`config.mk`:
```
export PLATFORM = sky130hd
export DESIGN_NAME = mult_job_sequencer
export DESIGN_NICKNAME = d
export VERILOG_FILES = /design/src/rtl/mult_pkg.sv /design/src/rtl/mult_op_fifo.sv /design/src/rtl/mult_job_sequencer.sv
export SDC_FILE = /design/constraint.sdc
export NUM_CORES = 1
export LEC_CHECK = 0
export CAP_MARGIN = 20
export CORE_ASPECT_RATIO = 1.4
export CORE_UTILIZATION = 40
export CTS_BUF_LIST = sky130_fd_sc_hd__clkbuf_4
export CTS_CLUSTER_SIZE = 25
export DETAILED_ROUTE_END_ITERATION = 8
export PLACE_DENSITY_LB_ADDON = 0.12
export SYNTH_ARGS = -nofsm -noshare
export SYNTH_HDL_FRONTEND = slang
export SYNTH_SLANG_ARGS = --single-unit
```
`constraint.sdc`:
```
create_clock -name clk -period 2.8 [get_ports clk]
set_input_delay 0.56 -clock clk [delete_from_list [all_inputs] [get_ports clk]]
set_output_delay 0.56 -clock clk [all_outputs]
set_load 0.01 [all_outputs]
```
`src/rtl/mult_pkg.sv`:
```
// Shared definitions for the multiplier job sequencer: sequencer state
// encoding, default operand width and the default multiplier latency.
package mult_pkg;

    localparam int NUM_BITS_DEFAULT = 7;

    typedef enum logic [2:0] {
        IDLE,
        CLR,
        START,
        WAIT,
        HOLD
    } seq_state_t;

    // Cycles the sequential multiplier needs after its start pulse
    function automatic int lat_default(input int n);
        return 2 * n + 2;
    endfunction

endpackage

```
`src/rtl/mult_op_fifo.sv`:
```
// Operand-pair FIFO feeding the sequencer. Power-of-two depth, so the
// read/write pointers wrap naturally; a separate occupancy counter gives
// exact full/empty. Pushes while full and pops while empty are ignored.
module mult_op_fifo #(
    parameter int WIDTH = 14,
    parameter int DEPTH = 4
) (
    input  logic             clk,
    input  logic             rst,
    input  logic             push,
    input  logic             pop,
    input  logic [WIDTH-1:0] din,
    output logic             full,
    output logic             empty,
    output logic [WIDTH-1:0] dout
);

    localparam int AW = (DEPTH > 1) ? $clog2(DEPTH) : 1;

    logic [WIDTH-1:0] mem [DEPTH];
    logic [AW-1:0]    wr_ptr;
    logic [AW-1:0]    rd_ptr;
    logic [AW:0]      count;
    logic             push_ok;
    logic             pop_ok;

    assign full    = (count == (AW+1)'(DEPTH));
    assign empty   = (count == '0);
    assign push_ok = push && !full;
    assign pop_ok  = pop && !empty;
    assign dout    = mem[rd_ptr];

    // Storage array needs no reset; only occupied slots are ever read
    always_ff @(posedge clk) begin
        if (push_ok) begin
            mem[wr_ptr] <= din;
        end
    end

    // Pointers and occupancy; a simultaneous push and pop leaves count unchanged
    always_ff @(posedge clk or negedge rst) begin
        if (!rst) begin
            wr_ptr <= '0;
            rd_ptr <= '0;
            count  <= '0;
        end else begin
            if (push_ok) begin
                wr_ptr <= wr_ptr + AW'(1);
            end
            if (pop_ok) begin
                rd_ptr <= rd_ptr + AW'(1);
            end
            case ({push_ok, pop_ok})
                2'b10:   count <= count + (AW+1)'(1);
                2'b01:   count <= count - (AW+1)'(1);
                default: ;
            endcase
        end
    end

endmodule

```
`src/rtl/mult_job_sequencer.sv`:
```
// Upstream driver for the sequential multiplier. Queues operand pairs,
// then runs clear -> start -> wait for one job at a time and offers each
// product on a valid/ready port.
// Optional build macro MULT_ZERO_BYPASS_EN: a pair with a zero operand
// skips the multiplier entirely and reports a zero product straight away.
module mult_job_sequencer
    import mult_pkg::*;
#(
    parameter int NUM_BITS   = NUM_BITS_DEFAULT,
    parameter int DEPTH      = 4,
    parameter int LAT_CYCLES = lat_default(NUM_BITS)
) (
    input  logic                  clk,
    input  logic                  rst,
    input  logic                  in_valid,
    output logic                  in_ready,
    input  logic [NUM_BITS-1:0]   in_multiplier,
    input  logic [NUM_BITS-1:0]   in_multiplicand,
    output logic                  mul_rst,
    output logic                  mul_start,
    output logic [NUM_BITS-1:0]   mul_multiplier,
    output logic [NUM_BITS-1:0]   mul_multiplicand,
    input  logic [2*NUM_BITS-1:0] mul_product,
    output logic                  out_valid,
    input  logic                  out_ready,
    output logic [2*NUM_BITS-1:0] out_product,
    output logic                  busy
);

    localparam int CW = $clog2(LAT_CYCLES + 1);

    seq_state_t               state;
    logic [CW-1:0]            cnt;
    logic                     fifo_full;
    logic                     fifo_empty;
    logic                     fifo_pop;
    logic [2*NUM_BITS-1:0]    fifo_dout;
    logic [NUM_BITS-1:0]      pop_a;
    logic [NUM_BITS-1:0]      pop_b;
    logic                     zero_bypass;

    // Held low during reset so the producer sees no room until release
    assign in_ready = rst && !fifo_full;
    assign fifo_pop = (state == IDLE) && !fifo_empty;
    assign pop_a    = fifo_dout[2*NUM_BITS-1:NUM_BITS];
    assign pop_b    = fifo_dout[NUM_BITS-1:0];

`ifdef MULT_ZERO_BYPASS_EN
    assign zero_bypass = (pop_a == '0) || (pop_b == '0);
`else
    assign zero_bypass = 1'b0;
`endif

    mult_op_fifo #(
        .WIDTH (2 * NUM_BITS),
        .DEPTH (DEPTH)
    ) u_fifo (
        .clk   (clk),
        .rst   (rst),
        .push  (in_valid && in_ready),
        .pop   (fifo_pop),
        .full  (fifo_full),
        .empty (fifo_empty),
        .din   ({in_multiplier, in_multiplicand}),
        .dout  (fifo_dout)
    );

    // Job FSM; every multiplier control and result output is a register
    always_ff @(posedge clk or negedge rst) begin
        if (!rst) begin
            state            <= IDLE;
            cnt              <= '0;
            mul_rst          <= 1'b0;
            mul_start        <= 1'b0;
            mul_multiplier   <= '0;
            mul_multiplicand <= '0;
            out_valid        <= 1'b0;
            out_product      <= '0;
            busy             <= 1'b0;
        end else begin
            mul_rst   <= 1'b0;
            mul_start <= 1'b0;
            case (state)
                IDLE: begin
                    if (!fifo_empty) begin
                        mul_multiplier   <= pop_a;
                        mul_multiplicand <= pop_b;
                        busy             <= 1'b1;
                        if (zero_bypass) begin
                            out_product <= '0;
                            state       <= HOLD;
                        end else begin
                            mul_rst <= 1'b1;
                            state   <= CLR;
                        end
                    end
                end
                CLR: begin
                    mul_start <= 1'b1;
                    state     <= START;
                end
                START: begin
                    cnt   <= CW'(LAT_CYCLES);
                    state <= WAIT;
                end
                WAIT: begin
                    if (cnt == '0) begin
                        out_product <= mul_product;
                        out_valid   <= 1'b1;
                        state       <= HOLD;
                    end else begin
                        cnt <= cnt - CW'(1);
                    end
                end
                HOLD: begin
                    if (!out_valid) begin
                        out_valid <= 1'b1;
                    end else if (out_ready) begin
                        out_valid <= 1'b0;
                        busy      <= 1'b0;
                        state     <= IDLE;
                    end
                end
                default: begin
                    state <= IDLE;
                end
            endcase
        end
    end

endmodule

```
Word level (Yosys, flattened, before mapping):

Memory sizes are Yosys's and may differ from the RTL's. A register that Yosys moved wholly into a read port is not among the register bits.
Index checks and enable logic that the tools add are counted.

* logic and storage cells: 71
* flip-flop bits (word level): 33
* memories: 1
* output and inout bits: 33
* bits in writable memories: 56
* input bits: 32

* reduce and logical (&&, ||, !) cells: 21
* add/sub/neg operators: 5
* multiplexer cells: 21
* eq/ne operators: 12
* bitwise gates (word level): 1

Memories
* u_fifo.mem: depth 4, width 14, rd ports 1, clocked after memory_dff 1, wr ports 1, RTL line mult_op_fifo.sv:20 `logic [WIDTH-1:0] mem [DEPTH];`

Operators by type and width (count)
* 3-bit one-hot mux with 5 select lines: 1
* 3-bit two-way mux: 4
* 1-bit two-way mux: 11
* 2-bit != test (second input constant): 5
* 5-bit one-hot mux with 2 select lines: 1
* 2-bit AND reduction: 4
* 4-bit AND reduction: 2
* 2-bit nonzero test: 4
* 3-bit by 2-bit equality test with 1-bit output (second input constant): 2
* 3-bit equality test (second input constant): 2
* 3-bit zero test: 2
* 3-bit one-hot mux with 2 select lines: 1
* 1-bit logical AND: 5
* 5-bit zero test: 1
* 5-bit two-way mux: 1
* 5-bit by 1-bit subtractor with 5-bit output (second input constant): 1
* 2-bit by 1-bit adder with 2-bit output (second input constant): 2
* 1-bit one-hot mux with 2 select lines: 2
* 3-bit by 1-bit adder with 3-bit output (second input constant): 1
* 3-bit by 1-bit equality test with 1-bit output (second input constant): 1
* 1-bit zero test: 3
* 3-bit by 1-bit subtractor with 3-bit output (second input constant): 1
* 2-bit by 1-bit equality test with 1-bit output (second input constant): 1
* 2-bit equality test (second input constant): 1
* 1-bit NOT: 1

Longest topological paths before layout:

* word-level depth: 7
* gate-level depth with buffers: 10
* mapped depth without buffers: 9

Cells and area by module:

A second synthesis with hierarchy kept.

* cell total of the unflattened synthesis: 230
* area total of the unflattened synthesis: 4171.5 µm²

By module, submodules not included
* mult_op_fifo: area an instance 2481.1 µm², times used 1, seq. area each 1856.8 µm², cells each 110
* mult_job_sequencer: area an instance 1690.4 µm², times used 1, seq. area each 1001.0 µm², cells each 120

Worst setup path after synthesis:

Ideal clock, no wire load.

* kind: register to register
* start point: register state[1]
* end point: register u_fifo.count[2]
* buffers on the path: 2
* required time: 2.720 ns
* setup slack: 0.480 ns
* setup time: 0.080 ns
* arrival time: 2.240 ns
* stages on the path, launching flop included: 11
* path through: dfrtp_1 buf_2 or4_4 inv_2 buf_6 ha_1 inv_1 fa_1 xor2_1 nor2_1 xnor2_1

* longest elaborated chain between the ends: 5
* elaborated cells between the ends (all ways): 7
* classes of those cells: 2 x eq/ne; 1 x mux; 4 x reduce/logical

Ends and longest elaborated chain
* start: declaration: RTL line mult_job_sequencer.sv:32 `seq_state_t state;`
* start signal: assignment: RTL line mult_job_sequencer.sv:71 `state <= IDLE;`
* start signal: assignment: RTL line mult_job_sequencer.sv:91 `state <= HOLD;`
* start signal: assignment: RTL line mult_job_sequencer.sv:94 `state <= CLR;`
* 3-bit zero test *: RTL line mult_job_sequencer.sv:44 `assign fifo_pop = (state == IDLE) && !fifo_empty;`
* 1-bit logical AND *: RTL line mult_job_sequencer.sv:44
* named net fifo_pop: RTL line mult_job_sequencer.sv:36 `logic fifo_pop;`
* 1-bit logical AND *: RTL line mult_op_fifo.sv:30 `assign pop_ok = pop && !empty;`
* 2-bit by 1-bit equality test with 1-bit output or 2-bit equality test (tied branches): RTL line mult_op_fifo.sv:53 `case ({push_ok, pop_ok})`
* 3-bit one-hot mux with 2 select lines or 2-bit nonzero test (tied branches)
* end signal: assignment: RTL line mult_op_fifo.sv:54 `2'b10: count <= count + (AW+1)'(1);`
* end signal: assignment: RTL line mult_op_fifo.sv:55 `2'b01: count <= count - (AW+1)'(1);`
* end: declaration: RTL line mult_op_fifo.sv:23 `logic [AW:0] count;`

Mark *: on every way through the listed nets, which the timed path passes. The rest lies on a longest branch.
A chain may end at the register's enable or synchronous reset.

Final worst setup path:

* start point: register state[0]
* end point: register u_fifo.count[2]

* longest elaborated chain between the ends: 5
* elaborated cells between the ends (all ways): 7
* classes of those cells: 2 x eq/ne; 1 x mux; 4 x reduce/logical

Ends and longest elaborated chain (RTL line)
* 3-bit zero test *: mult_job_sequencer.sv:44
* 1-bit logical AND *: mult_job_sequencer.sv:44
* 1-bit logical AND *: mult_op_fifo.sv:30
* 2-bit by 1-bit equality test with 1-bit output or 2-bit equality test (tied branches): mult_op_fifo.sv:53
* 3-bit one-hot mux with 2 select lines or 2-bit nonzero test (tied branches)

Mark *: on every way between the ends. The rest lies on a longest branch, timed or not.

==> summary.md <==
| Metric | Value |
|---|---|
| Run status | `complete, no violations` |
| Worst Max-Slew Pin Slew | `0.7274 ns` |
| Clock tree from TritonCTS | `done` |
| Die area | `10740 sq um` |
| Shortest clock period the worst path allows after layout | `2.304 ns` |
| Commonest cells in the synthesized netlist | `56 x sky130_fd_sc_hd__edfxtp_1, 47 x sky130_fd_sc_hd__dfrtp_1, 20 x sky130_fd_sc_hd__mux2_2, 14 x sky130_fd_sc_hd__mux4_2, 11 x sky130_fd_sc_hd__inv_1` |
| Hold crit path type | `primary input to asynchronous set/reset pin` |
| Count of flip-flops with a built-in enable after synthesis | `56` |
| Area share of the leading cell type in the synthesized netlist | `40.73%` |
| Clock Power Share | `17.1%` |
| Worst clock skew | `0.01013 ns` |
| CP Launch Point | `state[0]` |
| Worst flop-to-flop path endpoint | `u_fifo.count[2]` |
| Number of clock buffers inserted by TritonCTS | `9` |
| Data arrival, critical path | `2.68 ns` |
| Fraction of final layout cells sized beyond drive strength 1 | `23.30%` |
| Setup TNS | `0 ns` |
| Sum of routed wire length over all layers | `7340 um` |
| # Max-Cap Violations | `0` |
| Sw frac | `30.27%` |
| YS warnings | `0` |
| Pin count of the biggest net entering global routing | `33` |
| Dpl ws | `0.4842 ns` |
| Initial antenna violation count | `0` |
| Worst setup path category | `register to register` |
| Final core utilization | `51.38%` |
| Count of nets left with antenna violations after detail routing | `0` |
| Final nets | `344` |
| DIE WIDTH | `87.87 um` |
| Antenna diode instance count | `0` |
| Final hold violation count | `0` |
| Count of cell types in the netlist | `39` |
| Vias post-DR | `2201` |
| Die span in y | `122.2 um` |
| Worst vdd ir | `0.0004554 V` |
| Maximum clock frequency | `434.0 MHz` |
| Most numerous cell in the Yosys netlist | `sky130_fd_sc_hd__edfxtp_1` |
| Clock latency on the worst-skew pair | `0.44 ns` |
| Count of pins over their slew limit | `0` |
| Combinational power share | `36.1%` |
| Depth of the CTS H-tree | `3` |
| Effective utilization at floorplan | `41.48%` |
| Signed area change from the synthesized netlist to the final layout | `23.85%` |
| Total global routing track utilization | `15.29%` |
| Final clock period utilization by the worst path | `82.29%` |
| R2R Setup Slk | `0.50 ns` |
| Ys flop type | `sky130_fd_sc_hd__edfxtp_1` |
| 1st-iter DRT viols | `102` |
| Number of port buffers | `64` |
| Root Driver | `sky130_fd_sc_hd__clkbuf_4` |
| Cts hold-fix bufs | `0` |
| Net count of the mapped netlist | `268` |
| Final setup violating endpoints | `0` |
| FFs w/ async S/R, synth | `45.63%` |
| Final weighted congestion in routability-driven placement | `0.7879` |
| Remaining routing DRC violations | `0` |
| Clk sink count | `103` |
| Post-synth design cell area | `4129 sq um` |
| Instance count of the mapped netlist | `228` |
| Switching power | `0.001503 W` |
| Setup slack of the critical path after layout | `0.4958 ns` |
| Startpoint of the lowest-slack register-to-register path | `state[0]` |
| Detailed-route wire length per cell | `16.53 um` |
| Worst-path clk slew | `0.15 ns` |
| Post-CTS sizing | `0` |
| Mean instance size in the synthesized netlist | `18.11 sq um` |
| Max transition margin | `51.50%` |
| Gr ovfl total | `0` |
| Critical Path End Type | `register` |
| Final HPWL DP | `4898 um` |
| #FFs+latches synth | `103` |
| Cell-internal power | `0.003461 W` |
| Pre-Repair DR Iteration Count | `4` |
| Longest Clk Path Bufs | `2` |
| Setup repair after global routing missed its margin | `no` |
| Top cells by area, synth | `sky130_fd_sc_hd__edfxtp_1 41%, sky130_fd_sc_hd__dfrtp_1 28%, sky130_fd_sc_hd__mux4_2 7.6%, sky130_fd_sc_hd__mux2_2 5.5%, sky130_fd_sc_hd__mux2_4 3.3%` |
| First-pass GRT wire length | `11810 um` |
| Count of boundary I/O pins | `65` |
| Vias per inst | `4.957` |
| Critical path data required time | `3.17 ns` |
| Buffers inserted by post-CTS timing repair | `0` |
| Tightest hold margin | `0.08524 ns` |
| Core Area | `9953 sq um` |
| Worst reg-to-reg path cell count | `8` |
| Vias in the first global route | `2312` |
| Share of total power in sequential cells | `46.7%` |
| Static Leak | `1.952 nW` |
| Register area share after synthesis | `69.21%` |
| Ratio of total power to cell area | `970.6 nW/um^2` |
| Sort of element at the start of the critical path | `register` |
| Cell type with the highest aggregate area in the netlist | `sky130_fd_sc_hd__edfxtp_1` |
| Final total power | `0.004963 W` |
| Worst Path Max Fanout | `12` |
| Last element of the critical path | `u_fifo.count[2]` |
| Std cell rows | `43` |
[through the flow]
stage | instance area (sq um) | instances
finish | 5114 | 444
global route | 5114 | 444
CTS | 5114 | 444
detailed placement | 4951 | 428
global placement | 4951 | 428
floorplan | 4129 | 228
[area by class of cell]
class	count	area, sq um
tap	135	168.9
clock inverter	7	95.09
sequential	103	2858
clock buffer	9	67.56
fill	843	4840
inverter	12	45.04
multi-input combinational	105	1176
timing repair buffer	73	703.2
[power by group through the flow]
stage,Clock (W),Sequential (W),Combinational [W]
2_1_floorplan,0,0.00235,0.00105
3_3_place_gp,0,0.00235,0.00181
3_5_place_dp,0,0.00236,0.00183
4_1_cts,0.000889,0.00233,0.00183
5_1_grt,0.000942,0.00238,0.00195
6_report,0.000850,0.00232,0.00179
[cells by family (layout without fill, tap and decap cells)]
family / Yosys count / after routing / share of synthesized area [%]
simple gates: 30 / 30 / 4.879
fa+ha+maj: 8 / 8 / 2.606
mux: 44 / 44 / 16.61
compound gates: 17 / 17 / 3.121
flops: 103 / 103 / 69.21
buf+inv: 20 / 101 / 2.303
xor+xnor: 6 / 6 / 1.273
[flip-flops by register name (all words and copies together), names as in the netlist, 2 cells and up]
signal / count
u_fifo.wr_ptr: 2
mul_multiplicand: 7
u_fifo.mem: 56
mul_multiplier: 7
u_fifo.rd_ptr: 2
u_fifo.count: 3
out_product: 14
cnt: 5
state: 3
[worst max-delay path, stage by stage (launching register included)]
cell	delay [ns]
sky130_fd_sc_hd__dfrtp_1	0.56
sky130_fd_sc_hd__or4_4	0.62
sky130_fd_sc_hd__inv_2	0.08
sky130_fd_sc_hd__ha_1	0.17
sky130_fd_sc_hd__inv_1	0.06
sky130_fd_sc_hd__fa_1	0.37
sky130_fd_sc_hd__xor2_1	0.15
sky130_fd_sc_hd__nor2_1	0.11
sky130_fd_sc_hd__xnor2_1	0.12
[placed cells by master (no fill, tap or decap), types with 3 or more instances in the layout]
master,instances
sky130_fd_sc_hd__nand2b_1,4
sky130_fd_sc_hd__nor3_1,4
sky130_fd_sc_hd__inv_1,11
sky130_fd_sc_hd__dfrtp_1,47
sky130_fd_sc_hd__nand2_1,5
sky130_fd_sc_hd__o41ai_1,4
sky130_fd_sc_hd__and2_1,4
sky130_fd_sc_hd__buf_4,9
sky130_fd_sc_hd__ha_1,7
sky130_fd_sc_hd__mux2_2,20
sky130_fd_sc_hd__clkdlybuf4s50_1,63
sky130_fd_sc_hd__mux4_2,14
sky130_fd_sc_hd__xnor2_1,4
sky130_fd_sc_hd__edfxtp_1,56
sky130_fd_sc_hd__a21oi_1,3
sky130_fd_sc_hd__mux2_4,9
sky130_fd_sc_hd__clkbuf_4,9
[worst min path at each step]
stage                     start  slack (ns)                  end
2_1_floorplan               rst        0.26                 busy
3_3_place_gp   u_fifo.rd_ptr[0]        0.48     u_fifo.rd_ptr[0]
3_5_place_dp   u_fifo.rd_ptr[0]        0.49     u_fifo.rd_ptr[0]
4_1_cts                     rst        0.06      out_product[11]
5_1_grt                     rst        0.07  mul_multiplicand[6]
6_report                    rst        0.09      out_product[11]
[layer usage]
metal	GRT usage, %	wire length, um	part of all wire [%]	vias up
li1	-	-	-	1013
met1	18.62	3097	42	1127
met2	25.68	3799	52	52
met3	3.564	325	4.4	9
met4	6.762	118	1.6	0
met5	0	0	0	-
(Power assumes the default switching activity.)
